==> src/rtl/aim65_pkg.sv <==
// Shared definitions for the AIM65 memory map.
// Contents:
//   WAIT_W        - width of the wait-state counter (wait counts 0..7)
//   region_e      - decoded address region codes
//   *_LO / *_HI   - address-range boundaries of every mapped region
//   decode_region - address to region decoder
//   is_rom/is_io  - region classifiers used to pick the wait count
package aim65_pkg;

    localparam int WAIT_W = 3;

    typedef enum logic [3:0] {
        REG_RAM  = 4'd0,
        REG_Z22  = 4'd1,
        REG_Z23  = 4'd2,
        REG_Z24  = 4'd3,
        REG_Z25  = 4'd4,
        REG_Z26  = 4'd5,
        REG_IO0  = 4'd6,
        REG_IO1  = 4'd7,
        REG_IO2  = 4'd8,
        REG_IO3  = 4'd9,
        REG_NONE = 4'd10
    } region_e;

    localparam logic [15:0] RAM_HI = 16'h7FFF;
    localparam logic [15:0] IO0_LO = 16'hA000;
    localparam logic [15:0] IO0_HI = 16'hA00F;
    localparam logic [15:0] IO1_LO = 16'hA400;
    localparam logic [15:0] IO1_HI = 16'hA4FF;
    localparam logic [15:0] IO2_LO = 16'hA800;
    localparam logic [15:0] IO2_HI = 16'hA80F;
    localparam logic [15:0] IO3_LO = 16'hAC00;
    localparam logic [15:0] IO3_HI = 16'hAC03;
    localparam logic [15:0] Z25_LO = 16'hB000;
    localparam logic [15:0] Z26_LO = 16'hC000;
    localparam logic [15:0] Z24_LO = 16'hD000;
    localparam logic [15:0] Z23_LO = 16'hE000;
    localparam logic [15:0] Z22_LO = 16'hF000;
    // Start of the ROM window; writes at or above this address are protected.
    localparam logic [15:0] ROM_LO = 16'hB000;

    function automatic region_e decode_region(input logic [15:0] a);
        region_e r;
        if (a <= RAM_HI) begin
            r = REG_RAM;
        end else if (a >= IO0_LO && a <= IO0_HI) begin
            r = REG_IO0;
        end else if (a >= IO1_LO && a <= IO1_HI) begin
            r = REG_IO1;
        end else if (a >= IO2_LO && a <= IO2_HI) begin
            r = REG_IO2;
        end else if (a >= IO3_LO && a <= IO3_HI) begin
            r = REG_IO3;
        end else if (a >= Z22_LO) begin
            r = REG_Z22;
        end else if (a >= Z23_LO) begin
            r = REG_Z23;
        end else if (a >= Z24_LO) begin
            r = REG_Z24;
        end else if (a >= Z26_LO) begin
            r = REG_Z26;
        end else if (a >= Z25_LO) begin
            r = REG_Z25;
        end else begin
            r = REG_NONE;
        end
        return r;
    endfunction

    function automatic logic is_rom(input region_e r);
        logic v;
        case (r)
            REG_Z22, REG_Z23, REG_Z24, REG_Z25, REG_Z26: v = 1'b1;
            default:                                     v = 1'b0;
        endcase
        return v;
    endfunction

    function automatic logic is_io(input region_e r);
        logic v;
        case (r)
            REG_IO0, REG_IO1, REG_IO2, REG_IO3: v = 1'b1;
            default:                            v = 1'b0;
        endcase
        return v;
    endfunction

endpackage

==> src/rtl/aim65_memmap_if.sv <==
// CPU-side bus between the 65C02 and the memory-map block.
// Signals:
//   addr     - CPU address
//   rw       - 1 = read, 0 = write
//   cpu_dout - CPU write data
//   cpu_data - read data returned to the CPU
//   rdy      - CPU ready (low inserts wait states)
// Modports: master (CPU side), slave (memory map side).
interface aim65_memmap_if #(
    parameter int DATA_W = 8
);
    logic [15:0]       addr;
    logic              rw;
    logic [DATA_W-1:0] cpu_dout;
    logic [DATA_W-1:0] cpu_data;
    logic              rdy;

    modport master (output addr, output rw, output cpu_dout, input cpu_data, input rdy);
    modport slave  (input addr, input rw, input cpu_dout, output cpu_data, output rdy);
endinterface

==> src/rtl/aim65_waitgen.sv <==
// Wait-state generator: stretches an accepted access by N cycles via RDY.
// Ports:
//   cpu_clk    - clock
//   reset_n    - asynchronous active-low reset
//   i_wait_cnt - wait count for the address presented this cycle
//   i_accept   - the current cycle is accepted by the CPU
//   o_rdy      - registered CPU ready
module aim65_waitgen
    import aim65_pkg::*;
(
    input  logic              cpu_clk,
    input  logic              reset_n,
    input  logic [WAIT_W-1:0] i_wait_cnt,
    input  logic              i_accept,
    output logic              o_rdy
);

    localparam logic [0:0] ST_ACCEPT = 1'b0;
    localparam logic [0:0] ST_WAIT   = 1'b1;

    logic [0:0]        r_state;
    logic [WAIT_W-1:0] r_cnt;
    logic              r_rdy;

    // Wait FSM: ready drops the cycle after acceptance and stays low for N cycles.
    always_ff @(posedge cpu_clk or negedge reset_n) begin
        if (!reset_n) begin
            r_state <= ST_ACCEPT;
            r_cnt   <= {WAIT_W{1'b0}};
            r_rdy   <= 1'b1;
        end else begin
            case (r_state)
                ST_ACCEPT: begin
                    if (i_accept && (i_wait_cnt != {WAIT_W{1'b0}})) begin
                        r_cnt   <= i_wait_cnt;
                        r_rdy   <= 1'b0;
                        r_state <= ST_WAIT;
                    end else begin
                        r_rdy   <= 1'b1;
                    end
                end
                ST_WAIT: begin
                    // The count reaching 1 marks the last low cycle.
                    if (r_cnt == WAIT_W'(1)) begin
                        r_cnt   <= {WAIT_W{1'b0}};
                        r_rdy   <= 1'b1;
                        r_state <= ST_ACCEPT;
                    end else begin
                        r_cnt   <= r_cnt - WAIT_W'(1);
                    end
                end
                default: begin
                    r_cnt   <= {WAIT_W{1'b0}};
                    r_rdy   <= 1'b1;
                    r_state <= ST_ACCEPT;
                end
            endcase
        end
    end

    assign o_rdy = r_rdy;

endmodule

==> src/rtl/aim65_memmap.sv <==
// AIM65 address decoder, banked language-ROM selector and read mux.
// Ports:
//   cpu_clk, reset_n      - clock, asynchronous active-low reset
//   bus                   - CPU bus (addr, rw, cpu_dout in; cpu_data, rdy out)
//   ext_selector          - front-panel bank choice, asynchronous
//   ram_do, z22..z24_do   - device read data
//   z25_do, z26_do        - per-bank read data, bank b at [b*DATA_W +: DATA_W]
//   io_do                 - [0] A0 VIA, [1] A4 RIOT, [2] A8 VIA, [3] AC PIA
//   ram_cs, z22..z26_cs   - combinational chip selects
//   io_cs                 - combinational I/O selects
//   bank                  - current language-ROM bank
//   wp_err                - one-cycle pulse on a write into the ROM window
module aim65_memmap
    import aim65_pkg::*;
#(
    parameter int                DATA_W        = 8,
    parameter int                NUM_BANKS     = 4,
    parameter int                BANK_W        = $clog2(NUM_BANKS),
    parameter logic [15:0]       BANK_REG_ADDR = 16'hAFF0,
    parameter int                ROM_WAIT      = 1,
    parameter int                IO_WAIT       = 0,
    parameter logic [DATA_W-1:0] OPEN_BUS      = 8'hFF
) (
    input  logic                        cpu_clk,
    input  logic                        reset_n,
    aim65_memmap_if.slave               bus,
    input  logic [BANK_W-1:0]           ext_selector,
    input  logic [DATA_W-1:0]           ram_do,
    input  logic [DATA_W-1:0]           z22_do,
    input  logic [DATA_W-1:0]           z23_do,
    input  logic [DATA_W-1:0]           z24_do,
    input  logic [NUM_BANKS*DATA_W-1:0] z25_do,
    input  logic [NUM_BANKS*DATA_W-1:0] z26_do,
    input  logic [4*DATA_W-1:0]         io_do,
    output logic                        ram_cs,
    output logic                        z22_cs,
    output logic                        z23_cs,
    output logic                        z24_cs,
    output logic                        z25_cs,
    output logic                        z26_cs,
    output logic [3:0]                  io_cs,
    output logic [BANK_W-1:0]           bank,
    output logic                        wp_err
);

    function automatic logic [BANK_W-1:0] clamp_bank(input logic [BANK_W-1:0] v);
        logic [BANK_W-1:0] r;
        if ({1'b0, v} >= (BANK_W+1)'(NUM_BANKS)) begin
            r = BANK_W'(NUM_BANKS - 1);
        end else begin
            r = v;
        end
        return r;
    endfunction

    region_e           w_region;
    logic [WAIT_W-1:0] w_wait_cnt;
    logic              w_rdy;
    logic              w_accept;
    logic              w_bank_wr;
    logic              w_wp;
    logic              w_sel_chg;
    logic [DATA_W-1:0] w_rd_data;
    logic              w_unused_dout;

    region_e           r_region;
    logic [BANK_W-1:0] r_rd_bank;
    logic [BANK_W-1:0] r_bank;
    logic [BANK_W-1:0] r_sel_meta;
    logic [BANK_W-1:0] r_sel_sync;
    logic [BANK_W-1:0] r_sel_prev;
    logic [1:0]        r_ign;
    logic              r_wp_err;

    assign w_region = decode_region(bus.addr);

    // Selects follow the address only; rw and rdy play no part.
    assign ram_cs = (w_region == REG_RAM);
    assign z22_cs = (w_region == REG_Z22);
    assign z23_cs = (w_region == REG_Z23);
    assign z24_cs = (w_region == REG_Z24);
    assign z25_cs = (w_region == REG_Z25);
    assign z26_cs = (w_region == REG_Z26);
    assign io_cs  = {(w_region == REG_IO3), (w_region == REG_IO2),
                     (w_region == REG_IO1), (w_region == REG_IO0)};

    // Wait count for the region currently on the bus.
    always_comb begin
        w_wait_cnt = WAIT_W'(0);
        if (is_rom(w_region)) begin
            w_wait_cnt = WAIT_W'(ROM_WAIT);
        end else if (is_io(w_region)) begin
            w_wait_cnt = WAIT_W'(IO_WAIT);
        end else begin
            w_wait_cnt = WAIT_W'(0);
        end
    end

    assign w_accept  = w_rdy;
    assign w_bank_wr = w_accept && !bus.rw && (bus.addr == BANK_REG_ADDR);
    assign w_wp      = w_accept && !bus.rw && (bus.addr >= ROM_LO) && (bus.addr != BANK_REG_ADDR);
    assign w_sel_chg = (r_sel_sync != r_sel_prev);

    // Only the low bank bits of the write data are consumed.
    assign w_unused_dout = ^bus.cpu_dout;

    aim65_waitgen u_waitgen (
        .cpu_clk    (cpu_clk),
        .reset_n    (reset_n),
        .i_wait_cnt (w_wait_cnt),
        .i_accept   (w_accept),
        .o_rdy      (w_rdy)
    );

    // Bank register fed by CPU writes and the synchronised front-panel selector.
    always_ff @(posedge cpu_clk or negedge reset_n) begin
        if (!reset_n) begin
            r_sel_meta <= {BANK_W{1'b0}};
            r_sel_sync <= {BANK_W{1'b0}};
            r_sel_prev <= {BANK_W{1'b0}};
            r_bank     <= {BANK_W{1'b0}};
            r_ign      <= 2'd0;
        end else begin
            r_sel_meta <= ext_selector;
            r_sel_sync <= r_sel_meta;
            r_sel_prev <= r_sel_sync;
            // A CPU write wins; selector changes still travelling through the
            // two-flop synchroniser when it happens are swallowed via r_ign.
            if (w_bank_wr) begin
                r_bank <= clamp_bank(bus.cpu_dout[BANK_W-1:0]);
                r_ign  <= 2'd2;
            end else begin
                if (w_sel_chg && (r_ign == 2'd0)) begin
                    r_bank <= clamp_bank(r_sel_sync);
                end else begin
                    r_bank <= r_bank;
                end
                if (r_ign != 2'd0) begin
                    r_ign <= r_ign - 2'd1;
                end else begin
                    r_ign <= r_ign;
                end
            end
        end
    end

    // Region and bank are captured on accepted cycles so an in-flight access
    // keeps the bank it started with.
    always_ff @(posedge cpu_clk or negedge reset_n) begin
        if (!reset_n) begin
            r_region  <= REG_NONE;
            r_rd_bank <= {BANK_W{1'b0}};
            r_wp_err  <= 1'b0;
        end else begin
            r_wp_err <= w_wp;
            if (w_accept) begin
                r_region  <= w_region;
                r_rd_bank <= r_bank;
            end else begin
                r_region  <= r_region;
                r_rd_bank <= r_rd_bank;
            end
        end
    end

    // Read mux steered by the registered region, aligned with 1-cycle devices.
    always_comb begin
        w_rd_data = OPEN_BUS;
        case (r_region)
            REG_RAM:  w_rd_data = ram_do;
            REG_Z22:  w_rd_data = z22_do;
            REG_Z23:  w_rd_data = z23_do;
            REG_Z24:  w_rd_data = z24_do;
            REG_Z25:  w_rd_data = z25_do[int'(r_rd_bank)*DATA_W +: DATA_W];
            REG_Z26:  w_rd_data = z26_do[int'(r_rd_bank)*DATA_W +: DATA_W];
            REG_IO0:  w_rd_data = io_do[0*DATA_W +: DATA_W];
            REG_IO1:  w_rd_data = io_do[1*DATA_W +: DATA_W];
            REG_IO2:  w_rd_data = io_do[2*DATA_W +: DATA_W];
            REG_IO3:  w_rd_data = io_do[3*DATA_W +: DATA_W];
            default:  w_rd_data = OPEN_BUS;
        endcase
    end

    assign bus.cpu_data = w_rd_data;
    assign bus.rdy      = w_rdy;
    assign bank         = r_bank;
    assign wp_err       = r_wp_err;

endmodule

==> src/flat_wrapper.sv <==
// flat-port wrapper written by rule: the top's interface ports become plain ports
module aim65_memmap_flat import aim65_pkg::*;
#(
    parameter int                DATA_W        = 8,
    parameter int                NUM_BANKS     = 4,
    parameter int                BANK_W        = $clog2(NUM_BANKS),
    parameter logic [15:0]       BANK_REG_ADDR = 16'hAFF0,
    parameter int                ROM_WAIT      = 1,
    parameter int                IO_WAIT       = 0,
    parameter logic [DATA_W-1:0] OPEN_BUS      = 8'hFF
)
  (cpu_clk, reset_n, ext_selector, ram_do, z22_do, z23_do, z24_do, z25_do, z26_do, io_do, ram_cs, z22_cs, z23_cs, z24_cs, z25_cs, z26_cs, io_cs, bank, wp_err, bus_addr, bus_rw, bus_cpu_dout, bus_cpu_data, bus_rdy);
  aim65_memmap_if #(.DATA_W(DATA_W)) bus_i ();
  input  logic cpu_clk;
  input  logic reset_n;
  input  logic [BANK_W-1:0] ext_selector;
  input  logic [DATA_W-1:0] ram_do;
  input  logic [DATA_W-1:0] z22_do;
  input  logic [DATA_W-1:0] z23_do;
  input  logic [DATA_W-1:0] z24_do;
  input  logic [NUM_BANKS*DATA_W-1:0] z25_do;
  input  logic [NUM_BANKS*DATA_W-1:0] z26_do;
  input  logic [4*DATA_W-1:0] io_do;
  output logic ram_cs;
  output logic z22_cs;
  output logic z23_cs;
  output logic z24_cs;
  output logic z25_cs;
  output logic z26_cs;
  output logic [3:0] io_cs;
  output logic [BANK_W-1:0] bank;
  output logic wp_err;
  input wire logic [$bits(bus_i.addr)-1:0] bus_addr;
  input wire logic [$bits(bus_i.rw)-1:0] bus_rw;
  input wire logic [$bits(bus_i.cpu_dout)-1:0] bus_cpu_dout;
  output wire logic [$bits(bus_i.cpu_data)-1:0] bus_cpu_data;
  output wire logic [$bits(bus_i.rdy)-1:0] bus_rdy;
  assign bus_i.addr = bus_addr;
  assign bus_i.rw = bus_rw;
  assign bus_i.cpu_dout = bus_cpu_dout;
  assign bus_cpu_data = bus_i.cpu_data;
  assign bus_rdy = bus_i.rdy;
  aim65_memmap #(.DATA_W(DATA_W), .NUM_BANKS(NUM_BANKS), .BANK_W(BANK_W), .BANK_REG_ADDR(BANK_REG_ADDR), .ROM_WAIT(ROM_WAIT), .IO_WAIT(IO_WAIT), .OPEN_BUS(OPEN_BUS)) u_core (.cpu_clk(cpu_clk), .reset_n(reset_n), .bus(bus_i), .ext_selector(ext_selector), .ram_do(ram_do), .z22_do(z22_do), .z23_do(z23_do), .z24_do(z24_do), .z25_do(z25_do), .z26_do(z26_do), .io_do(io_do), .ram_cs(ram_cs), .z22_cs(z22_cs), .z23_cs(z23_cs), .z24_cs(z24_cs), .z25_cs(z25_cs), .z26_cs(z26_cs), .io_cs(io_cs), .bank(bank), .wp_err(wp_err));
endmodule
==> config.mk <==
export PLATFORM = sky130hd
export DESIGN_NAME = aim65_memmap_flat
export DESIGN_NICKNAME = d
export VERILOG_FILES = /design/src/rtl/aim65_pkg.sv /design/src/rtl/aim65_memmap_if.sv /design/src/rtl/aim65_waitgen.sv /design/src/rtl/aim65_memmap.sv /design/src/flat_wrapper.sv
export SDC_FILE = /design/constraint.sdc
export NUM_CORES = 1
export LEC_CHECK = 0
export BUFFER_PORTS_ARGS = -buffer_cell sky130_fd_sc_hd__buf_2
export CAP_MARGIN = 20
export CORE_MARGIN = 5
export CORE_UTILIZATION = 35
export CTS_BUF_LIST = sky130_fd_sc_hd__clkbuf_2
export CTS_CLUSTER_DIAMETER = 80
export DETAILED_ROUTE_END_ITERATION = 7
export PLACE_DENSITY = 0.85
export RECOVER_POWER = 25
export SYNTH_ARGS = -nofsm -noshare
export SYNTH_HDL_FRONTEND = slang
export SYNTH_SLANG_ARGS = --single-unit
==> constraint.sdc <==
create_clock -name cpu_clk -period 1.8 [get_ports cpu_clk]
set_input_delay 0 -clock cpu_clk [delete_from_list [all_inputs] [get_ports cpu_clk]]
set_output_delay 0 -clock cpu_clk [all_outputs]
set_load 0.05 [all_outputs]
==> results.cfg <==
[sta]
finalMaxSlewViolations = 0
finalClockSkew_ns = 0.02381
relSlewSlack_pct = 23.00
max_freq_mhz = 447.1
fin_crit_ns = 2.237
timing.final.ws_setup_ns = -0.4367
grt_setup_unrepaired = yes
tightest_slew_ns = 1.155
finalHoldViolations = 0
setup-violations-final = 8
period_share_pct = 124.3

[synthesis]
syn_area_um2 = 2343
async_reset_ff_share_pct = 100.0
ys_seq_area_share_pct = 23.65
ys.flop_type = dfrtp_1
synthDistinctLibCells = 58
yosys_warnings = 0
synth_nets = 441
synth_edf_count = 0
syn_area_per_cell_um2 = 8.340
netlist_instances = 281
ys_ff_latch = 22

[worst_setup_path]
cp-end-kind = output port
startpoint_type = register
worstPathArrival_ns = 2.24
cp.required_ns = 1.80
critPathMaxFanout = 8
worstSetupPathType = reg -> out

[cts]
clock-sinks = 22
htree_levels = 1
clk_pin_slew_worst_paths_ns = 0.21
worstSkewPairLatency_ns = 0.32
cts-root-buf = clkbuf_2
cts-buffers-inserted = 3
clk_path_buf_depth = 2
cts_tree = yes

[placed_design]
dpl.cell_count = 544
dp_worst_setup_slack_ns = -0.1175
dp_hpwl_mm = 7.827
post_dp_cell_area_um2 = 3490
port_buffers = 172
gp_congestion = 0.9005

[drt]
wl_per_cell_um = 17.21
first_pass_iters = 4
ant_nets = 0
vias = 3118
drc_errors = 0
drt_iter0_drc = 147
routed_via_density = 5.568
routed_wl_mm = 9.640

[floorplanning]
die_w_um = 91.83
die_area_um2 = 8432
die_h_um = 91.83
rows = 29
ios = 179
initial_core_util_pct = 36.49
core-area_um2 = 6422

[layout]
final_layout_size_suffix_gt1_share_pct = 53.00
instances_no_fill = 560
fin_util_pct = 59.38
syn_to_final_growth_pct = 62.73
nNetsFinal = 644
antenna_cells = 0
stdcell_area_um2 = 3814

[grt]
overflow = 0
grtUsageTotal_pct = 20.88
grt_max_degree = 23
grt_pass1_vias = 3086
antenna_found_initial = 0
grt_pass1_wl_mm = 14.54

[status]
status = complete, but fails checks
violations = setup timing

[job]
drv_cap = 0

[power]
power.density_nw_per_um2 = 1383
ir_worst_vdd_v = 0.0007078
leakagePower_nw = 1.944
p_total_mw = 5.272

[hold_path]
hold_path.class = in -> reg
-- Yosys cell counts, types with 3 or more instances --
master	instances	share of area, %
nand2_1	29	4.6
mux2i_1	26	11
dfrtp_1	19	20
a21oi_1	17	3.6
nor2_1	13	2.1
inv_1	12	1.9
mux2_2	12	5.8
a221oi_1	10	3.7
buf_2	10	2.1
nand3_1	10	2.1
a22oi_1	8	2.6
o22ai_1	8	2.1
o21ai_0	7	1.5
a31oi_1	6	1.6
a32oi_1	6	2.2
a221o_1	5	2.1
nor2b_1	5	1.3
nor3_1	5	1.1
a211o_1	4	1.5
clkbuf_1	4	0.64
nand3b_1	4	1.3
o211ai_1	4	1.3
a32o_1	3	1.3
and2_1	3	0.80
buf_1	3	0.48
dfstp_2	3	3.4
ha_1	3	1.6
nand2b_1	3	0.80
-- what timing repair did --
action	CTS	global route
hold buffers	7	0
endpoints found under the setup margin	8	10
endpoints found under the hold margin	29	0
gates resized for setup	25	11
buffers inserted	1	3
pin swaps	6	8
cloned	2	0
-- final cells by class --
type | count | area [um^2]
fill | 573 | 2609
multi-input combinational | 224 | 1728
timing repair buffer | 220 | 1356
sequential | 22 | 560.5
tap | 77 | 96.34
inverter | 13 | 52.55
clock buffer | 4 | 20.02
-- cell usage in the layout (no fill, tap or decap), types with 3 or more instances in the layout --
| cell | count |
|---|---|
| inv_1 | 12 |
| buf_4 | 38 |
| o22ai_1 | 8 |
| nor3_1 | 5 |
| a31oi_1 | 6 |
| a221oi_1 | 3 |
| a32o_1 | 3 |
| dfrtp_1 | 17 |
| nand3b_1 | 4 |
| buf_6 | 5 |
| clkbuf_2 | 4 |
| dlygate4sd3_1 | 7 |
| mux2i_1 | 25 |
| nand3_1 | 10 |
| mux2_2 | 12 |
| o21ai_0 | 7 |
| a22oi_1 | 6 |
| a21oi_1 | 17 |
| and2_1 | 3 |
| o211ai_1 | 4 |
| a221o_1 | 5 |
| a221oi_2 | 7 |
| a32oi_1 | 6 |
| nand2_1 | 29 |
| nand2b_1 | 3 |
| nor2_1 | 13 |
| buf_2 | 163 |
| a211o_1 | 4 |
| ha_1 | 3 |
| nor2b_1 | 5 |
-- state kept, by name, summed over array words and instances (netlist names) --
name                      flops
u_core.r_sel_meta             2
u_core.r_region               4
u_core.wp_err                 1
u_core.r_rd_bank              2
u_core.u_waitgen.o_rdy        1
u_core.bank                   2
u_core.r_ign                  2
u_core.r_sel_prev             2
u_core.u_waitgen.r_cnt        3
u_core.r_sel_sync             2
u_core.u_waitgen.r_state      1
-- worst max-delay path: stages, from the launching register on --
cell	delay, ns
dfstp_2	0.43
nand4bb_4	0.26
buf_12	0.17
buf_4	0.14
mux2i_1	0.11
a221o_1	0.32
o211ai_1	0.24
buf_4	0.25
-- report_power, final --
part / internal [mW] / leakage [nW] / total [mW] / switching (mW)
sequential: 0.691 / 0.258 / 0.868 / 0.177
combinational: 1.85 / 1.67 / 4.20 / 2.35
clock: 0.0588 / 0.0166 / 0.203 / 0.144
total: 2.60 / 1.94 / 5.27 / 2.67
-- layer usage --
metal	up-vias	GRT usage, %	part of all wire (%)
met5	-	0	0
met2	163	40.17	53
li1	1497	-	-
met4	0	6.807	3.3
met1	1436	22.49	35
met3	22	4.501	8.9
-- path summary, 6_finish.rpt --
check	from	endpoint	slack [ns]	cells past startpoint
max	u_core.r_region[1]	bus_cpu_data[1]	-0.44	7
min	bus_addr[7]	u_core.r_ign[1]	0.09	4
max reg2reg	u_core.u_waitgen.o_rdy	u_core.bank[1]	0.09	4
min reg2reg	u_core.r_sel_meta[1]	u_core.r_sel_sync[1]	0.38	0
max in group asynchronous	reset_n	u_core.r_region[2]	0.66	2
min in group asynchronous	reset_n	u_core.r_rd_bank[1]	0.39	2
-- per-stage QoR --
| stage | hold WS (ns) | setup TNS, ns |
|---|---|---|
| global placement | -0.02103 | -0.1623 |
| floorplan | -0.2956 | -0.6196 |
| global route | 0.08563 | -3.909 |
| CTS | 0.08166 | -2.950 |
| detailed placement | -0.01628 | -0.3302 |
| finish | 0.08534 | -2.977 |
-- kinds of logic (layout without fill, tap and decap cells) --
family,count (synthesis),after routing,share of synthesized area (%)
and+or+nand+nor,90,90,20.88
AOI/OAI and AO/OA,88,88,27.50
muxes,39,39,17.83
buffers and inverters,35,237,7.047
DFF,22,22,23.65
xor gates and xnor gates,4,4,1.495
adders and majority gates,3,3,1.602
No activity file was read; power rests on OpenSTA's default activity.
